--- src/rtl/blit_pkg.sv ---
// Shared types and constants for the image blitter.
package blit_pkg;

   localparam int unsigned SCREEN_X_W = 9;
   localparam int unsigned SCREEN_Y_W = 8;

   typedef enum logic [1:0] {
      StIdle,
      StDraw,
      StFlush,
      StDone
   } blit_state_e;

   // Ceiling log2, evaluated at elaboration time for derived widths
   function automatic int unsigned clog2(input int unsigned value);
      int unsigned result;
      result = 0;
      for (int i = 0; i < 32; i++) begin
         if ((64'd1 << i) < 64'(value)) result = i + 1;
      end
      return result;
   endfunction

endpackage

--- src/rtl/blit_raster_counter.sv ---
// Raster-order x/y counter over an IMG_W x IMG_H image; wraps to (0,0) after the last pixel.
module blit_raster_counter
   import blit_pkg::*;
#(
   parameter int unsigned IMG_W = 240,
   parameter int unsigned IMG_H = 180
) (
   input  logic                  clk_i,
   input  logic                  reset_i,
   input  logic                  en_i,
   output logic [SCREEN_X_W-1:0] x_o,
   output logic [SCREEN_Y_W-1:0] y_o,
   output logic                  last_o
);

   logic [SCREEN_X_W-1:0] x_q, x_d;
   logic [SCREEN_Y_W-1:0] y_q, y_d;
   logic                  x_end, y_end;

   assign x_end  = (x_q == SCREEN_X_W'(IMG_W - 1));
   assign y_end  = (y_q == SCREEN_Y_W'(IMG_H - 1));
   assign last_o = x_end && y_end;
   assign x_o    = x_q;
   assign y_o    = y_q;

   // Next-state: advance x, carry into y at end of line, wrap both after the last pixel
   always_comb begin
      x_d = x_q;
      y_d = y_q;
      if (en_i) begin
         if (x_end) begin
            x_d = '0;
            y_d = y_end ? '0 : y_q + 1'b1;
         end else begin
            x_d = x_q + 1'b1;
         end
      end
   end

   // Counter state
   always_ff @(posedge clk_i or posedge reset_i) begin
      if (reset_i) begin
         x_q <= '0;
         y_q <= '0;
      end else begin
         x_q <= x_d;
         y_q <= y_d;
      end
   end

endmodule

--- src/rtl/image_blit_gu.sv ---
// Image blitter: copies a ROM frame (mode 0) or fills a solid rectangle (mode 1) to a VGA adapter.
// Optional macro IMAGE_BLIT_TRANSPARENCY_EN skips writes of ROM pixels equal to TRANSP_COLOUR.
module image_blit_gu
   import blit_pkg::*;
#(
   parameter int unsigned IMG_W    = 240,
   parameter int unsigned IMG_H    = 180,
   parameter int unsigned FRAMES   = 1,
   parameter int unsigned COLOUR_W = 3,
`ifdef IMAGE_BLIT_TRANSPARENCY_EN
   parameter logic [COLOUR_W-1:0] TRANSP_COLOUR = '0,
`endif
   // Floored at 1 so a 1-pixel single-frame image still has a legal address port
   localparam int unsigned ADDR_W = (clog2(FRAMES * IMG_W * IMG_H) > 0) ?
                                    clog2(FRAMES * IMG_W * IMG_H) : 1,
   localparam int unsigned FSEL_W = (clog2(FRAMES) > 0) ? clog2(FRAMES) : 1
) (
   input  logic                  clk,
   input  logic                  reset,
   input  logic                  plot,
   input  logic                  mode,
   input  logic [FSEL_W-1:0]     frame_sel,
   input  logic [SCREEN_X_W-1:0] x_origin,
   input  logic [SCREEN_Y_W-1:0] y_origin,
   input  logic [COLOUR_W-1:0]   fill_colour,
   output logic [ADDR_W-1:0]     rom_addr,
   input  logic [COLOUR_W-1:0]   rom_data,
   output logic [SCREEN_X_W-1:0] x_out,
   output logic [SCREEN_Y_W-1:0] y_out,
   output logic [COLOUR_W-1:0]   colour_out,
   output logic                  writeEn,
   output logic                  busy,
   output logic                  done
);

   localparam int unsigned FRAME_PIX = IMG_W * IMG_H;

   blit_state_e           state_q;
   logic                  mode_q;
   logic [FSEL_W-1:0]     frame_q;
   logic [SCREEN_X_W-1:0] x_org_q;
   logic [SCREEN_Y_W-1:0] y_org_q;
   logic [COLOUR_W-1:0]   fill_q;
   logic                  busy_q, done_q;

   logic [SCREEN_X_W-1:0] x_out_q;
   logic [SCREEN_Y_W-1:0] y_out_q;
   logic                  valid_q;

   logic [SCREEN_X_W-1:0] cnt_x;
   logic [SCREEN_Y_W-1:0] cnt_y;
   logic                  cnt_last;
   logic                  drawing;
   logic [FSEL_W-1:0]     frame_clamped;

   assign drawing = (state_q == StDraw);

   blit_raster_counter #(
      .IMG_W (IMG_W),
      .IMG_H (IMG_H)
   ) u_raster (
      .clk_i   (clk),
      .reset_i (reset),
      .en_i    (drawing),
      .x_o     (cnt_x),
      .y_o     (cnt_y),
      .last_o  (cnt_last)
   );

   // Out-of-range frame requests fall back to the last stored frame
   always_comb begin
      frame_clamped = frame_sel;
      if (32'(frame_sel) >= FRAMES) frame_clamped = FSEL_W'(FRAMES - 1);
   end

   // Control FSM with registered busy/done and start-time latching of request fields
   always_ff @(posedge clk or posedge reset) begin
      if (reset) begin
         state_q <= StIdle;
         mode_q  <= 1'b0;
         frame_q <= '0;
         x_org_q <= '0;
         y_org_q <= '0;
         fill_q  <= '0;
         busy_q  <= 1'b0;
         done_q  <= 1'b0;
      end else begin
         unique case (state_q)
            StIdle: begin
               done_q <= 1'b0;
               if (plot) begin
                  state_q <= StDraw;
                  mode_q  <= mode;
                  frame_q <= frame_clamped;
                  x_org_q <= x_origin;
                  y_org_q <= y_origin;
                  fill_q  <= fill_colour;
                  busy_q  <= 1'b1;
               end
            end
            StDraw: begin
               if (cnt_last) state_q <= StFlush;
            end
            StFlush: begin
               state_q <= StDone;
               busy_q  <= 1'b0;
               done_q  <= 1'b1;
            end
            StDone: begin
               state_q <= StIdle;
               done_q  <= 1'b0;
            end
            default: state_q <= StIdle;
         endcase
      end
   end

   // ROM address of the pixel issued this cycle; parked at 0 outside image-copy draws
   always_comb begin
      rom_addr = '0;
      if (drawing && !mode_q) begin
         rom_addr = ADDR_W'(frame_q) * ADDR_W'(FRAME_PIX)
                  + ADDR_W'(cnt_y) * ADDR_W'(IMG_W)
                  + ADDR_W'(cnt_x);
      end
   end

   // One-stage pixel pipeline aligning screen coordinates with the 1-cycle ROM read
   always_ff @(posedge clk or posedge reset) begin
      if (reset) begin
         valid_q <= 1'b0;
         x_out_q <= '0;
         y_out_q <= '0;
      end else begin
         valid_q <= drawing;
         if (drawing) begin
            x_out_q <= x_org_q + cnt_x;
            y_out_q <= y_org_q + cnt_y;
         end
      end
   end

   // Output colour and write strobe; ROM data arrives this cycle so it is not re-registered
   always_comb begin
      colour_out = '0;
      if (valid_q) colour_out = mode_q ? fill_q : rom_data;
`ifdef IMAGE_BLIT_TRANSPARENCY_EN
      writeEn = valid_q && !(!mode_q && (rom_data == TRANSP_COLOUR));
`else
      writeEn = valid_q;
`endif
   end

   assign x_out = x_out_q;
   assign y_out = y_out_q;
   assign busy  = busy_q;
   assign done  = done_q;

endmodule

--- config.mk ---
export PLATFORM = sky130hd
export DESIGN_NAME = image_blit_gu
export DESIGN_NICKNAME = d
export VERILOG_FILES = /design/src/rtl/blit_pkg.sv /design/src/rtl/blit_raster_counter.sv /design/src/rtl/image_blit_gu.sv
export SDC_FILE = /design/constraint.sdc
export NUM_CORES = 1
export LEC_CHECK = 0
export CAP_MARGIN = 0
export CELL_PAD_IN_SITES_DETAIL_PLACEMENT = 1
export CELL_PAD_IN_SITES_GLOBAL_PLACEMENT = 2
export CORE_UTILIZATION = 38
export DETAILED_ROUTE_END_ITERATION = 10
export GPL_ROUTABILITY_DRIVEN = 0
export PLACE_DENSITY = 0.88
export RECOVER_POWER = 50
export SKIP_CTS_REPAIR_TIMING = 1
export SLEW_MARGIN = 25
export SYNTH_ARGS = -nofsm -noshare
export SYNTH_HDL_FRONTEND = slang
export SYNTH_SLANG_ARGS = --single-unit
--- constraint.sdc ---
create_clock -name clk -period 8.6 [get_ports clk]
set_clock_uncertainty 0.15 [all_clocks]
set_input_delay 1.72 -clock clk [delete_from_list [all_inputs] [get_ports clk]]
set_output_delay 1.72 -clock clk [all_outputs]
set_load 0.01 [all_outputs]
==> flow_summary.ini <==
[status]
status = complete, but fails checks
violations = max-capacitance violations, max-slew violations

[synthesis]
avgSynthCellArea_um2 = 10.3
syn_area_um2 = 4390
postSynthCellCount = 427
synth_top_area_share_pct = 34.2
synth_cell_types = 50
synth-edff-count = 0
synth_flop_cell = dfrtp_1
ys_seq_area_share_pct = 34.2
async_flop_share_pct = 100
synth_common_cells = dfrtp_1, ha_1, inv_1, mux2_2, nor2_1
synth_seq_cells = 60
syn_nets = 525
yosys.area.top_type = dfrtp_1
yosysWarningCount = 0
ys_top_cells_by_area = dfrtp_1, ha_1, mux2_2
synth.most_common_cell = dfrtp_1

[route]
drcViolationCount = 0
routedWlPerCell_um = 15.4
vias_per_cell = 5.22
drt_iter0_markers = 78
via_count = 3352
ant_nets = 0
dr.pass1.iters = 4
drt-total-wl_mm = 9.88

[min_path]
hold_path_class = reg -> reg
min_from = y_out[4]

[critical_path]
critPathLaunchType = flop
cp-startpoint = u_raster.y_o[2]
worstPathCellList = inv_1, fa_1, fa_1, inv_1, ha_1, xor2_1, ha_1, ha_1, o21ai_0, o21bai_1, a21o_1, a41o_1, a2111o_1, nand2_1, clkdlybuf4s50_1
cp-end-kind = output port
worstPathRequired_ps = 6730
r2r-start = state_q[1]
crit_fanout = 6
crit_arrival_ps = 4890
crit_top_cell = ha_1
slowest_delay_ps = 530
r2r_setup_slack_ps = 4850
critical-path-slowest-cell = clkdlybuf4s50_1
path_class = reg -> out

[final_layout]
multiInputGateArea_um2 = 2700
regArea_um2 = 1500
nNetsFinal = 595
n_fill_cell = 1223
n_antenna_cell = 0
layout-drive-gt1-share_pct = 9.56
syn2layout_area_growth_pct = 25.6

[placement]
dp_hpwl_mm = 7.54
io_buffers = 65

[sta]
tightestPinTransition_ps = 3190
setup_viol = 0
max_slew_margin_pct = -112
post-route-period-util_pct = 78.6
report.final.slew_viol_count = 61
hold_viol = 0
rsz0062_at_grt = no
period_needed_ps = 6760
tns_ps = 0
fmaxAchievable_mhz = 148

[run]
max_cap_viol_count = 1

[die]
dieArea_um2 = 12000
start_util_pct = 39.8
core_area_um2 = 11000
die_w_um = 109
pin_count = 67
rows = 38
fp.dieH_um = 109

[global_route]
antenna_found_initial = 0
grt_pass1_wl_mm = 16.7
grt_pass1_vias = 3577
grt_usage_pct = 18.1
grt_max_degree = 61
grt_overflow = 0

[clocking]
cts_buffers = 9
cts_buffer_depth = 2
clock_latency_ps = 320
clock-sinks = 60
cts_tree = done
cts_root_buffer = clkbuf_16
cts_htree_levels = 3
clk_pin_slew_ps = 50

[power_and_ir_drop]
leakage_nw = 2.71
pwr_density_cell_nw_per_um2 = 125
vdd_ir_drop_max_uv = 84.8
power.total_w = 0.000688
==> placed cells by master (no fill, tap or decap), types with 5 or more instances in the layout <==
cell type | netlist | routed
nor2b_1 | 8 | 8
nand3_1 | 10 | 10
a21oi_1 | 13 | 13
nor2_1 | 28 | 28
and2_1 | 7 | 7
a21o_1 | 8 | 8
ha_1 | 54 | 54
dfrtp_1 | 60 | 60
fa_1 | 16 | 16
nor3_1 | 10 | 10
clkdlybuf4s50_1 | 0 | 64
xnor2_1 | 21 | 21
nand4_1 | 6 | 6
xor2_1 | 8 | 8
mux2i_1 | 5 | 5
o21ai_0 | 18 | 18
o31ai_1 | 7 | 7
clkbuf_16 | 0 | 9
mux2_2 | 31 | 30
inv_1 | 40 | 39
nand2_1 | 24 | 24
==> final cells by class <==
class                      count  area share [%]
clock buffer                  12            4.48
clock inverter                 4            1.32
inverter                      40            2.73
multi-input combinational    319            49.1
sequential                    60            27.3
tap                          140            3.18
timing repair buffer          67            11.9
==> registers in the layout, summed over array words and instances (netlist names) <==
register,count
fill_q,3
writeEn,1
state_q,2
x_out,9
u_raster.x_o,9
busy,1
x_org_q,9
mode_q,1
y_out,8
done,1
y_org_q,8
u_raster.y_o,8
==> layer usage <==
metal  wire, um  global-route usage [%]
met1       4370                    21.5
met2       5110                    33.2
met3        321                    3.85
met4         87                    3.71
met5          0                       0
==> cell families (layout without fill, tap and decap cells) <==
family / Yosys count / in the layout / share of synthesized area [%]
XOR/XNOR: 29 / 29 / 5.79
multiplexers: 36 / 36 / 9.10
adder cells (fa/ha/maj): 70 / 70 / 22.7
flip-flops: 60 / 60 / 34.2
AND/OR/NAND/NOR: 109 / 109 / 12.4
other: 1 / 1 / 0.0855
AO/OA/AOI/OAI: 74 / 74 / 11.6
buffers and inverters: 48 / 123 / 4.14
==> final timing paths <==
kind	end	cells after the start
setup / recovery	rom_addr[14]	15
hold / removal	y_out[4]	2
setup reg to reg	u_raster.y_o[6]	8
hold reg to reg	y_out[4]	2
max in group asynchronous	fill_q[0]	3
min in group asynchronous	y_out[4]	3
==> worst max-delay path: cells and delay by family (launching register included) <==
kind / cells / cell delay [ps]
adder cells (fa/ha/maj): 5 / 2000
AO/OA/AOI/OAI: 5 / 1090
buffers and inverters: 3 / 760
flip-flops: 1 / 500
XOR/XNOR: 1 / 160
AND/OR/NAND/NOR: 1 / 70
==> where the power goes <==
part | switching (W) | internal [W] | leakage, nW
sequential | 0 | 0.000283 | 0.804
combinational | 0.00000857 | 0.0000126 | 1.75
clock | 0.000123 | 0.000261 | 0.153
==> stage by stage <==
step | setup slack [ps] | hold WS, ps | utilization (%) | std cells | area, um2
3_5_place_dp | 2140 | 332 | 47.1 | 626 | 5200
5_1_grt | 1540 | 361 | 49.9 | 642 | 5510
6_report | 1840 | 335 | 49.9 | 642 | 5510
2_1_floorplan | 2950 | 329 | - | 427 | 4390
4_1_cts | 1780 | 344 | 50.0 | 642 | 5520
3_3_place_gp | 2220 | 327 | 47.1 | 626 | 5200
Note: power is estimated with default switching activity, not from simulation.
